===== src/rtl/dmem_ctrl_if.sv =====
// dmem_ctrl_if: request, response and memory-side signals of the two-port data memory controller.
interface dmem_ctrl_if;
    logic [1:0]       req_valid;
    logic [1:0]       req_ready;
    logic [1:0]       req_we;
    logic [1:0][2:0]  req_ctrl;
    logic [1:0][31:0] req_addr;
    logic [1:0][31:0] req_wdata;
    logic [1:0]       rsp_valid;
    logic [31:0]      rsp_rdata;
    logic             rsp_err;
    logic             mem_we;
    logic [31:0]      mem_a;
    logic [31:0]      mem_wd;
    logic [2:0]       mem_ctrl;
    logic [31:0]      mem_rd;
    modport slave (
        input  req_valid, req_we, req_ctrl, req_addr, req_wdata, mem_rd,
        output req_ready, rsp_valid, rsp_rdata, rsp_err, mem_we, mem_a, mem_wd, mem_ctrl
    );
    modport master (
        output req_valid, req_we, req_ctrl, req_addr, req_wdata, mem_rd,
        input  req_ready, rsp_valid, rsp_rdata, rsp_err, mem_we, mem_a, mem_wd, mem_ctrl
    );
endinterface


===== src/rtl/dmem_ctrl.sv =====
// dmem_ctrl: two-port arbiter with sub-word load extension and read-modify-write stores.
// Define DMEM_CTRL_FIXED_PRIO_EN to give port 0 fixed priority instead of round-robin.
module dmem_ctrl #(
    parameter int MEM_WORDS = 64
) (
    input logic        clk,
    input logic        reset_n,
    dmem_ctrl_if.slave bus
);
    typedef enum logic [1:0] {IDLE, ACCESS, MERGE, RESP} state_t;
    state_t      state, state_nx;
    logic        we_q, gnt_q, err_q, gnt, acc_err, sub, word_wr;
    logic [2:0]  ctrl_q;
    logic [4:0]  sh;
    logic [31:0] addr_q, wdata_q, rdata_q, merge_q, lane, load_val, mask, merged;
    // Lane shift: byte lanes on addr[1:0], half lanes on addr[1]
    assign sh       = ctrl_q[1:0] == 2'b00 ? {addr_q[1:0], 3'b000} : {addr_q[1], 4'b0000};
    assign sub      = !ctrl_q[1];
    assign acc_err  = (ctrl_q[1:0] == 2'b01 && addr_q[0]) || (ctrl_q[1] && addr_q[1:0] != 2'b00) ||
                      {2'b00, addr_q[31:2]} >= 32'(MEM_WORDS);
    assign word_wr  = we_q && !acc_err && !sub;
    assign lane     = bus.mem_rd >> sh;
    assign load_val = ctrl_q[1] ? bus.mem_rd
                    : ctrl_q[0] ? {{16{lane[15] & ~ctrl_q[2]}}, lane[15:0]}
                    : {{24{lane[7] & ~ctrl_q[2]}}, lane[7:0]};
    assign mask     = (ctrl_q[0] ? 32'h0000_ffff : 32'h0000_00ff) << sh;
    assign merged   = (merge_q & ~mask) | ((wdata_q << sh) & mask);
`ifdef DMEM_CTRL_FIXED_PRIO_EN
    assign gnt = !bus.req_valid[0];
`else
    logic last;
    // On contention the port that did not win last time is served
    assign gnt = &bus.req_valid ? !last : bus.req_valid[1];
    always_ff @(posedge clk or negedge reset_n) begin
        if (!reset_n) last <= 1'b1;
        else if (state == IDLE && |bus.req_valid) last <= gnt;
    end
`endif
    always_ff @(posedge clk or negedge reset_n) begin
        if (!reset_n) begin
            state   <= IDLE;
            gnt_q   <= 1'b0;
            we_q    <= 1'b0;
            ctrl_q  <= 3'b000;
            addr_q  <= 32'h0;
            wdata_q <= 32'h0;
            err_q   <= 1'b0;
            rdata_q <= 32'h0;
            merge_q <= 32'h0;
        end else begin
            state <= state_nx;
            if (state == IDLE && |bus.req_valid) begin
                gnt_q   <= gnt;
                we_q    <= bus.req_we[gnt];
                ctrl_q  <= bus.req_ctrl[gnt];
                addr_q  <= bus.req_addr[gnt];
                wdata_q <= bus.req_wdata[gnt];
            end
            if (state == ACCESS) begin
                err_q   <= acc_err;
                rdata_q <= (acc_err || we_q) ? 32'h0 : load_val;
                merge_q <= bus.mem_rd;
            end
        end
    end
    always_comb begin
        state_nx      = state;
        bus.req_ready = 2'b00;
        bus.mem_we    = 1'b0;
        bus.mem_a     = 32'h0;
        bus.mem_wd    = 32'h0;
        case (state)
            IDLE: begin
                if (|bus.req_valid) begin
                    bus.req_ready[gnt] = 1'b1;
                    state_nx           = ACCESS;
                end
            end
            ACCESS: begin
                bus.mem_a  = {addr_q[31:2], 2'b00};
                bus.mem_we = word_wr;
                bus.mem_wd = word_wr ? wdata_q : 32'h0;
                state_nx   = (we_q && !acc_err && sub) ? MERGE : RESP;
            end
            MERGE: begin
                bus.mem_a  = {addr_q[31:2], 2'b00};
                bus.mem_we = 1'b1;
                bus.mem_wd = merged;
                state_nx   = RESP;
            end
            default: state_nx = IDLE;
        endcase
    end
    assign bus.rsp_valid = state == RESP ? (gnt_q ? 2'b10 : 2'b01) : 2'b00;
    assign bus.rsp_rdata = state == RESP ? rdata_q : 32'h0;
    assign bus.rsp_err   = state == RESP && err_q;
    assign bus.mem_ctrl  = 3'b010;
endmodule

===== src/flat_wrapper.sv =====
// flat-port wrapper written by rule: the top's interface ports become plain ports
module dmem_ctrl_flat 
#(
    parameter int MEM_WORDS = 64
)
  (clk, reset_n, bus_req_valid, bus_req_we, bus_req_ctrl, bus_req_addr, bus_req_wdata, bus_mem_rd, bus_req_ready, bus_rsp_valid, bus_rsp_rdata, bus_rsp_err, bus_mem_we, bus_mem_a, bus_mem_wd, bus_mem_ctrl);
  dmem_ctrl_if bus_i ();
  input logic clk;
  input logic reset_n;
  input wire logic [$bits(bus_i.req_valid)-1:0] bus_req_valid;
  input wire logic [$bits(bus_i.req_we)-1:0] bus_req_we;
  input wire logic [$bits(bus_i.req_ctrl)-1:0] bus_req_ctrl;
  input wire logic [$bits(bus_i.req_addr)-1:0] bus_req_addr;
  input wire logic [$bits(bus_i.req_wdata)-1:0] bus_req_wdata;
  input wire logic [$bits(bus_i.mem_rd)-1:0] bus_mem_rd;
  output wire logic [$bits(bus_i.req_ready)-1:0] bus_req_ready;
  output wire logic [$bits(bus_i.rsp_valid)-1:0] bus_rsp_valid;
  output wire logic [$bits(bus_i.rsp_rdata)-1:0] bus_rsp_rdata;
  output wire logic [$bits(bus_i.rsp_err)-1:0] bus_rsp_err;
  output wire logic [$bits(bus_i.mem_we)-1:0] bus_mem_we;
  output wire logic [$bits(bus_i.mem_a)-1:0] bus_mem_a;
  output wire logic [$bits(bus_i.mem_wd)-1:0] bus_mem_wd;
  output wire logic [$bits(bus_i.mem_ctrl)-1:0] bus_mem_ctrl;
  assign bus_i.req_valid = bus_req_valid;
  assign bus_i.req_we = bus_req_we;
  assign bus_i.req_ctrl = bus_req_ctrl;
  assign bus_i.req_addr = bus_req_addr;
  assign bus_i.req_wdata = bus_req_wdata;
  assign bus_i.mem_rd = bus_mem_rd;
  assign bus_req_ready = bus_i.req_ready;
  assign bus_rsp_valid = bus_i.rsp_valid;
  assign bus_rsp_rdata = bus_i.rsp_rdata;
  assign bus_rsp_err = bus_i.rsp_err;
  assign bus_mem_we = bus_i.mem_we;
  assign bus_mem_a = bus_i.mem_a;
  assign bus_mem_wd = bus_i.mem_wd;
  assign bus_mem_ctrl = bus_i.mem_ctrl;
  dmem_ctrl #(.MEM_WORDS(MEM_WORDS)) u_core (.clk(clk), .reset_n(reset_n), .bus(bus_i));
endmodule

===== config.mk =====
export PLATFORM = sky130hd
export DESIGN_NAME = dmem_ctrl_flat
export DESIGN_NICKNAME = d
export VERILOG_FILES = /design/src/rtl/dmem_ctrl_if.sv /design/src/rtl/dmem_ctrl.sv /design/src/flat_wrapper.sv
export SDC_FILE = /design/constraint.sdc
export NUM_CORES = 1
export LEC_CHECK = 0
export BUFFER_PORTS_ARGS = -buffer_cell sky130_fd_sc_hd__buf_2
export CORE_ASPECT_RATIO = 1.2
export CORE_UTILIZATION = 45
export DETAILED_ROUTE_END_ITERATION = 8
export HOLD_SLACK_MARGIN = 0.12
export PLACE_DENSITY_LB_ADDON = 0.1
export SLEW_MARGIN = 20
export SYNTH_ARGS = -nofsm -noshare
export SYNTH_HDL_FRONTEND = slang
export SYNTH_SLANG_ARGS = --single-unit

===== constraint.sdc =====
create_clock -name clk -period 2.5 [get_ports clk]
set_clock_uncertainty 0.15 [all_clocks]
set_input_delay 0.5 -clock clk [delete_from_list [all_inputs] [get_ports clk]]
set_output_delay 0.5 -clock clk [all_outputs]
set_load 0.02 [all_outputs]

==> qor.txt, run 1 <==
Syn-to-layout area delta - 45.0%
Worst Hold Launch - bus_req_addr[44]
Register area share after synthesis - 45.2%
First drt pass iteration count - 9
R2R depth - 8
Hold worst-path end - u_core.addr_q[12]$_DFFE_PN0P_
Mean Syn Cell Area - 10.1 um^2
Post-layout min period - 3000 ps
Final hold slack - 139 ps
Reg-to-Reg Start - u_core.addr_q[24]$_DFFE_PN0P_
Residual DRC - 0
Worst Setup End Kind - output port
Worst-Skew Late Latency - 420 ps
Failing checks - negative setup slack
Hold Crit Class - input pin to flop
Max Cap Viol - 0
Ys flop type - dfrtp_1
H-tree Lvls - 4
Worst reg-to-reg setup slack - 110 ps
Sink Count - 137
Largest net degree at the start of global routing - 121
Clock Tree Root - clkbuf_16
Worst Path Required - 1850 ps
Vias per cell - 5.47
Final slew viol count - 0
Max VDD drop - 0.848 mV
FMAX - 334 MHz
FP Rows - 51
Fin. Hold Viols - 0
Detailed-route via count - 6,970
RR Endpoint - u_core.rdata_q[13]$_DFFE_PN0P_
Initial antenna violation count - 0
Synthesized area - 7580 um^2
Synth Instances - 751
Critical Path Start Type - flop
Die W - 120 um
# port buffers - 271
FILL cells - 1,379
Hold depth - 3
Final Non-Filler Cells - 1,275
Post-synth cell types - 49
Worst-path clk slew - 60 ps
IO Count - 277
Final setup margin - -497 ps
Status - complete, but fails checks
Initial Utilization - 46.4%
FF+latch area - 3430 um^2
Final instance area - 11,000 um^2
Share of the synthesized area in the top cell type - 44.9%
Crit path kind - flop to output port
Max clock buf depth - 2
Total GRT Usage - 28.2%
DP Cell Count - 1,226
Ys Warns - 0
Final setup fails - 33
Final WL - 25,000 um
Routed Antenna Nets - 0
Die area - 17,400 um^2
Post-synth EDFFs - 0
PwrDens - 1370 nW/um^2
Ratio of cells with drive above 1 in the final layout - 48.7%
Congestion Overflow GR - 0
DP Area - 9450 um^2
CTS tree - yes
WL/cell - 19.6 um
Die Y - 144 um
Initial DRC Count - 483
Yosys top cell by area - dfrtp_1
Unrepaired setup endpoints after global routing - yes
Diode count - 0
Synth top cells by count - dfrtp_1 (136), mux2i_1 (73), and2_1 (70), nand2_1 (70), o21ai_0 (69)
Multi-input gate area - 4090 um^2
Final HPWL from detailed placement - 17,800 um
Total Power - 15,100 uW
Critical Path AT - 2350 ps
Synth top area cells - dfrtp_1 (45%), mux2i_1 (9.6%), and2_1 (5.8%), mux2_2 (4.9%), o21ai_0 (4.6%)
Yosys reg bits - 137
Fraction of registers with async set/reset - 100%
Final core occ - 67.3%
Worst-path fanout max - 6
Vias in the first global route - 6,535
Core ar. - 16,300 um^2
First-pass GRT wire length - 36,500 um
Layout Nets - 1,227
CTS Buf Count - 17
Leakage - 0.00539 uW
Final Cycle Share - 120%
Placer Congestion - 0.882
Count leader, synth - dfrtp_1
[area by class of cell]
type / instances / area share, %
multi-input cells: 527 / 37.2
flip-flops and latches: 137 / 31.2
repair buffers: 342 / 23.1
clock buffers: 18 / 3.90
well taps: 212 / 2.41
clock inverters: 14 / 1.35
inverters: 25 / 0.854
[state kept, by name, indices dropped and copies added, names as in the netlist]
register	flops
u_core.gnt_q	1
u_core.wdata_q	32
u_core.ctrl_q	3
u_core.addr_q	32
u_core.state	2
u_core.rdata_q	32
u_core.err_q	1
u_core.last	1
u_core.merge_q	32
u_core.we_q	1
[routing by layer]
metal	vias up	part of all wire (%)	track usage, %
met5	-	0	0
met4	0	3.9	14.5
met3	58	6.1	5.05
met2	325	50	47.0
met1	3293	40	34.9
li1	3294	-	-
[worst max-delay path by stage]
stage                                       start              to  cells after the start
detailed placement  u_core.addr_q[17]$_DFFE_PN0P_   bus_mem_wd[9]                      7
global placement     u_core.ctrl_q[1]$_DFFE_PN0P_  bus_mem_wd[18]                      6
CTS                 u_core.addr_q[17]$_DFFE_PN0P_  bus_mem_wd[13]                      7
floorplan             u_core.state[0]$_DFFE_PN0P_  bus_mem_wd[16]                      7
finish               u_core.ctrl_q[1]$_DFFE_PN0P_   bus_mem_wd[8]                      6
global route         u_core.ctrl_q[1]$_DFFE_PN0P_   bus_mem_wd[8]                      6
[power by group]
group          internal (uW)  switching [uW]  total [uW]
Clock                   1470             999        2470
Combinational           4200            4460        8660
Sequential              3090             852        3950
[worst max-delay path: stages, from the launching register on]
cell and delay, ps:
dfrtp_2 440, or3b_4 440, buf_4 210, mux2i_1 230, a21oi_1 160, a32o_2 310, buf_6 140
[placed cells by master, fill, tap and decap left out, types with 6 or more instances in the layout]
master	instances
and2_1	41
o21ai_0	51
buf_6	63
nor4_4	7
mux2i_1	67
a222oi_1	18
o21ai_2	22
nand2_1	63
a21oi_1	33
dfrtp_1	135
o2bb2ai_1	23
buf_2	207
a31oi_1	7
a32oi_1	8
inv_1	22
a22o_1	8
buf_4	55
buf_12	9
a32o_2	12
mux2_2	33
and2_4	29
nand2_2	6
nor2_1	35
clkbuf_16	22
a21oi_2	8
[logic make-up (layout without fill, tap and decap cells)]
logic type	count (synthesis)	count (layout)	synth area share [%]
simple gates	202	202	14.9
compound gates	208	208	19.0
fa+ha+maj	5	5	0.825
other cells	2	5	0.0991
buf+inv	90	399	5.12
mux	107	107	14.8
flops	137	137	45.2
[stage by stage]
step | TNS, ps | worst slack (ps)
floorplan | 0 | 3.10
global placement | -1780 | -109
detailed placement | -2680 | -124
CTS | -14280 | -478
global route | -15750 | -560
finish | -13410 | -497
[what timing repair did]
action / in CTS / in global routing
setup buffers: 5 / 5
pin swaps: 15 / 10
gates resized for setup: 97 / 132
cloned: 2 / 5
hold buffers: 1 / 0
setup endpoints to repair: 99 / 99
hold endpoints to repair: 29 / 0
(Power assumes the default switching activity.)
==> run 2: changes to the inputs <==
--- a/config.mk
+++ b/config.mk
@@ -10,6 +10,7 @@
 export CORE_UTILIZATION = 45
 export DETAILED_ROUTE_END_ITERATION = 8
 export HOLD_SLACK_MARGIN = 0.12
+export MAX_ROUTING_LAYER = met4
 export PLACE_DENSITY_LB_ADDON = 0.1
 export SLEW_MARGIN = 20
 export SYNTH_ARGS = -nofsm -noshare
==> run 2 against run 1 <==
Compared with the run above:
- the run still ends with negative setup slack left
- register-to-register slack worse by 20 ps
- die area unchanged
- maximum frequency is 0.50% higher
- setup slack gained 15 ps
- critical path type unchanged
- highest routed layer unchanged
==> qor.txt, run 2 (same netlist as run 1, synthesis figures left out) <==
Final Cycle Share - 119%
Total GRT Usage - 29.0%
Final setup margin - -482 ps
Core ar. - 16,300 um^2
Final hold slack - 141 ps
Worst Path Required - 1850 ps
Sink Count - 137
WL/cell - 19.7 um
Multi-input gate area - 4100 um^2
Final WL - 25,100 um
Total negative setup slack - -13,540 ps
Worst reg-to-reg setup slack - 90 ps
CTS tree - yes
Vias in the first global route - 6,550
Hold Crit Class - input pin to flop
Critical Path AT - 2330 ps
Die W - 120 um
First drt pass iteration count - 8
FF+latch area - 3430 um^2
# port buffers - 271
Worst-path fanout max - 10
Reg-to-Reg Start - u_core.addr_q[24]$_DFFE_PN0P_
RR Endpoint - u_core.rdata_q[13]$_DFFE_PN0P_
Final setup fails - 33
Layout Nets - 1,227
Max VDD drop - 0.847 mV
Initial antenna violation count - 0
Detailed-route via count - 6,989
Crit path kind - flop to output port
Max Cap Viol - 0
Leakage - 0.00540 uW
Critical Path Start Type - flop
Commonest non-fill, non-tap cells in the layout - buf_2 (207), dfrtp_1 (135), mux2i_1 (68), buf_6 (65), nand2_1 (62)
Initial Utilization - 46.4%
Vias per cell - 5.48
H-tree Lvls - 4
FMAX - 335 MHz
Post-layout min period - 2980 ps
R2R depth - 8
DP Cell Count - 1,226
Residual DRC - 0
Syn-to-layout area delta - 45.2%
Worst Setup End Kind - output port
Final Non-Filler Cells - 1,275
Status - complete, but fails checks
Routed Antenna Nets - 0
CTS Buf Count - 17
Worst Hold Launch - bus_req_addr[37]
Initial DRC Count - 484
Clock Tree Root - clkbuf_16
Hold depth - 3
Die Y - 144 um
Most common cell after layout, fill and taps aside - buf_2
Die area - 17,400 um^2
First-pass GRT wire length - 36,500 um
Unrepaired setup endpoints after global routing - yes
IO Count - 277
Fin. Hold Viols - 0
Diode count - 0
Worst-Skew Late Latency - 420 ps
Worst-path clk slew - 60 ps
Final core occ - 67.4%
Congestion Overflow GR - 0
Placer Congestion - 0.900
Hold worst-path end - u_core.addr_q[5]$_DFFE_PN0P_
Max clock buf depth - 2
Largest net degree at the start of global routing - 121
Failing checks - negative setup slack
Ratio of cells with drive above 1 in the final layout - 48.6%
FILL cells - 1,378
PwrDens - 1370 nW/um^2
FP Rows - 51
Final HPWL from detailed placement - 17,800 um
Final slew viol count - 0
Pre-CTS setup slack - -124 ps
-- run 2: changes by cell type in the layout (fill, tap and decap cells not counted) --
cell / delta
and2_4: -1
and2_1: +1
mux2i_2: -2
mux2i_4: +1
buf_4: -2
nand2_2: +1
buf_6: +2
mux2i_1: +1
nand2_1: -1
-- run 2: worst max-delay path, cell delays in order, from the launching register on --
cell and delay (ps):
dfrtp_2 440, or3b_4 450, a21oi_2 160, buf_4 190, nor2_1 50, a21oi_1 230
a32o_2 260, buf_6 120
-- run 2: per-layer routing --
layer / part of all wire, % / track usage [%] / up-vias
met5: 0 / - / -
met4: 3.7 / 14.4 / 0
li1: - / - / 3301
met2: 50 / 47.2 / 323
met3: 5.5 / 4.65 / 61
met1: 41 / 35.0 / 3304
-- run 2: layout make-up --
cell class              instances  area share [%]
inverters                      25           0.853
well taps                     212            2.41
clock buffers                  18            3.90
flip-flops and latches        137            31.2
multi-input cells             527            37.2
clock inverters                14            1.35
repair buffers                342            23.1
-- run 2: what timing repair did --
item	CTS	global route
buffers inserted	5	5
cloned	2	5
hold buffers	1	0
pin swaps	15	9
setup endpoints to repair	99	99
gates resized for setup	97	134
hold endpoints to repair	29	0
-- run 2: worst max-delay path by stage --
stage,startpoint,end,depth (start not counted)
after floorplan,u_core.state[0]$_DFFE_PN0P_,bus_mem_wd[16],7
after global placement,u_core.ctrl_q[1]$_DFFE_PN0P_,bus_mem_wd[18],6
after detailed placement,u_core.addr_q[17]$_DFFE_PN0P_,bus_mem_wd[9],7
after CTS,u_core.addr_q[17]$_DFFE_PN0P_,bus_mem_wd[13],7
after global routing,u_core.addr_q[17]$_DFFE_PN0P_,bus_mem_wd[22],9
final,u_core.ctrl_q[1]$_DFFE_PN0P_,bus_mem_wd[8],7
-- run 2: per-stage QoR --
step | cell area [um^2] | power (uW)
6_report | 11000 | 15100
5_1_grt | 11000 | 15900
4_1_cts | 10400 | 13800
3_5_place_dp | 9450 | 10300
3_3_place_gp | 9450 | 10300
2_1_floorplan | 7600 | 7910
-- run 2: where the power goes --
group | internal (uW) | total, uW | leakage, uW | switching, uW
logic | 4200 | 8680 | 0.00341 | 4470
clock network | 1470 | 2470 | 0.000273 | 994
registers | 3090 | 3960 | 0.00171 | 865
total | 8770 | 15100 | 0.00540 | 6330
==> run 3: changes to the inputs <==
--- a/config.mk
+++ b/config.mk
@@ -5,10 +5,10 @@
 export SDC_FILE = /design/constraint.sdc
 export NUM_CORES = 1
 export LEC_CHECK = 0
-export BUFFER_PORTS_ARGS = -buffer_cell sky130_fd_sc_hd__buf_2
 export CORE_ASPECT_RATIO = 1.2
-export CORE_UTILIZATION = 45
+export CORE_UTILIZATION = 55
 export DETAILED_ROUTE_END_ITERATION = 8
+export DONT_BUFFER_PORTS = 1
 export HOLD_SLACK_MARGIN = 0.12
 export MAX_ROUTING_LAYER = met4
 export PLACE_DENSITY_LB_ADDON = 0.1
==> run 3 against run 2 <==
Compared with the run above:
- the flow finishes with violations (negative hold slack, negative setup slack)
- non-clock buffer count decreased by 178
- count of clock-buffer cells in the layout grew 2
- setup slack better by 80 ps
- total power down 10%
- wire length decreased by 1.8%
- critical path type unchanged
- largest power group unchanged
==> qor.txt, run 3 (same netlist as run 1, synthesis figures left out) <==
Status - complete, but fails checks
Failing checks - negative hold slack, negative setup slack
IO Count - 277
Pre-CTS setup slack - -161 ps
Sink Count - 137
Cell Chain, Critical Path - nor4_2, buf_4, nand4_4, nor3_4, buf_6, o21ai_4, a21oi_2, buf_6
Worst Setup End Kind - output port
Post-CTS Hold Buffers - 68
WL/cell - 23.4 um
Slew HR - 61.7%
Worst-path fanout max - 8
Fin. Hold Viols - 137
Final slew viol count - 0
CP startpoint - u_core.addr_q[13]$_DFFE_PN0P_
Worst Path Required - 1850 ps
Die area - 14,300 um^2
FP Rows - 46
Final Cycle Share - 116%
Diode count - 0
Crit path to - bus_mem_wd[1]
Slowest cell delay on critical path - 410 ps
FMAX - 345 MHz
Max Cap Viol - 0
Worst-Skew Late Latency - 410 ps
FF+latch area - 3430 um^2
H-tree Lvls - 4
Leakage - 0.00446 uW
Worst-path clk slew - 60 ps
Slew @ Worst Pin - 574 ps
Detailed-route via count - 6,607
Routed Antenna Nets - 0
Final setup fails - 33
Final core occ - 74.5%
Max VDD drop - 0.838 mV
Total Power - 13,500 uW
Largest net degree at the start of global routing - 138
First-pass GRT wire length - 36,500 um
Die Y - 131 um
Vias in the first global route - 6,592
Final setup margin - -402 ps
Multi-input gate area - 4040 um^2
Most common cell after layout, fill and taps aside - dfrtp_1
CP dominant cell by count - buf_6
CTS tree - yes
Residual DRC - 0
Final WL - 24,600 um
Die W - 109 um
Vias per cell - 6.27
Post-layout min period - 2900 ps
Initial DRC Count - 604
Slowest CP cell - dfrtp_1
First drt pass iteration count - 7
Unrepaired setup endpoints after global routing - yes
Worst reg-to-reg setup slack - 60 ps
Critical Path AT - 2250 ps
DP Cell Count - 940
Initial antenna violation count - 0
Ratio of cells with drive above 1 in the final layout - 28.2%
Critical Path Start Type - flop
PwrDens - 1360 nW/um^2
Initial Utilization - 56.8%
Total negative setup slack - -11,660 ps
Max clock buf depth - 2
Core ar. - 13,400 um^2
Hold Crit Class - input pin to asynchronous set/reset pin
Reg-to-Reg Start - u_core.ctrl_q[0]$_DFFE_PN0P_
Final HPWL from detailed placement - 16,600 um
CTS Buf Count - 17
Final hold slack - -371 ps
FILL cells - 922
Total GRT Usage - 35.7%
Placer Congestion - 0.909
RR Endpoint - u_core.rdata_q[25]$_DFFE_PN0P_
# port buffers - 0
Layout Nets - 1,050
Commonest non-fill, non-tap cells in the layout - dfrtp_1 (135), dlygate4sd3_1 (68), mux2i_1 (65), and2_1 (65), nand2_1 (63)
Final Non-Filler Cells - 1,053
R2R depth - 8
Congestion Overflow GR - 0
Clock Tree Root - clkbuf_16
Crit path kind - flop to output port
Syn-to-layout area delta - 31.2%
## run 3: changes by cell type in the layout (fill, tap and decap cells not counted), sizes merged
cell / change
inv: -3
clkbuf: -3
o21ai: +1
bufbuf: -1
clkinvlp: -1
clkinv: +1
dlygate4sd3: +67
buf: -239
## run 3: how the worst min path moves through the flow
stage | from | endpoint | slack (ps) | depth (start not counted)
2_1_floorplan | reset_n | u_core.addr_q[0]$_DFFE_PN0P_ | 50 | 0
3_3_place_gp | reset_n | u_core.rdata_q[20]$_DFFE_PN0P_ | 60 | 0
3_5_place_dp | reset_n | u_core.rdata_q[20]$_DFFE_PN0P_ | 60 | 0
4_1_cts | reset_n | u_core.rdata_q[20]$_DFFE_PN0P_ | -380 | 0
5_1_grt | reset_n | u_core.rdata_q[20]$_DFFE_PN0P_ | -390 | 0
6_report | reset_n | u_core.rdata_q[20]$_DFFE_PN0P_ | -370 | 0
## run 3: layout make-up
class / instances / area share, %
clock inverters: 11 / 1.25
repair buffers: 164 / 16.0
clock buffers: 20 / 4.59
inverters: 25 / 0.943
multi-input cells: 528 / 40.6
well taps: 168 / 2.11
flip-flops and latches: 137 / 34.5
## run 3: timing repair
action	4_1_cts	5_1_grt
pin swaps	20	21
endpoints found under the hold margin	197	137
endpoints found under the setup margin	37	56
gates resized for setup	62	48
setup buffers	5	7
gates cloned	2	1
## run 3: where the power goes
part           total, uW  switching (uW)  internal [uW]
Combinational       7100            4060           3040
Sequential          3940             851           3090
Clock               2480             969           1510
Total              13500            5880           7650
## run 3: worst max-delay path, delay by kind of cell (launching register included)
family | cells | cell delay, ps
compound gates | 2 | 260
simple gates | 3 | 650
flops | 1 | 410
buf+inv | 3 | 510
## run 3: metal layers
layer  share of wire (%)  track usage, %  vias up
li1                    -               -     2949
met3                 8.1            8.53       57
met1                  38            42.0     3243
met4                 2.6            11.0        0
met5                   0               -        -
met2                  51            60.5      358
## run 3: per-stage QoR
stage,hold slack [ps],area (um^2)
after floorplan,54.4,7600
after global placement,58.3,8230
after detailed placement,56.8,8230
after CTS,-384,9720
after global routing,-390,9950
final,-371,9950
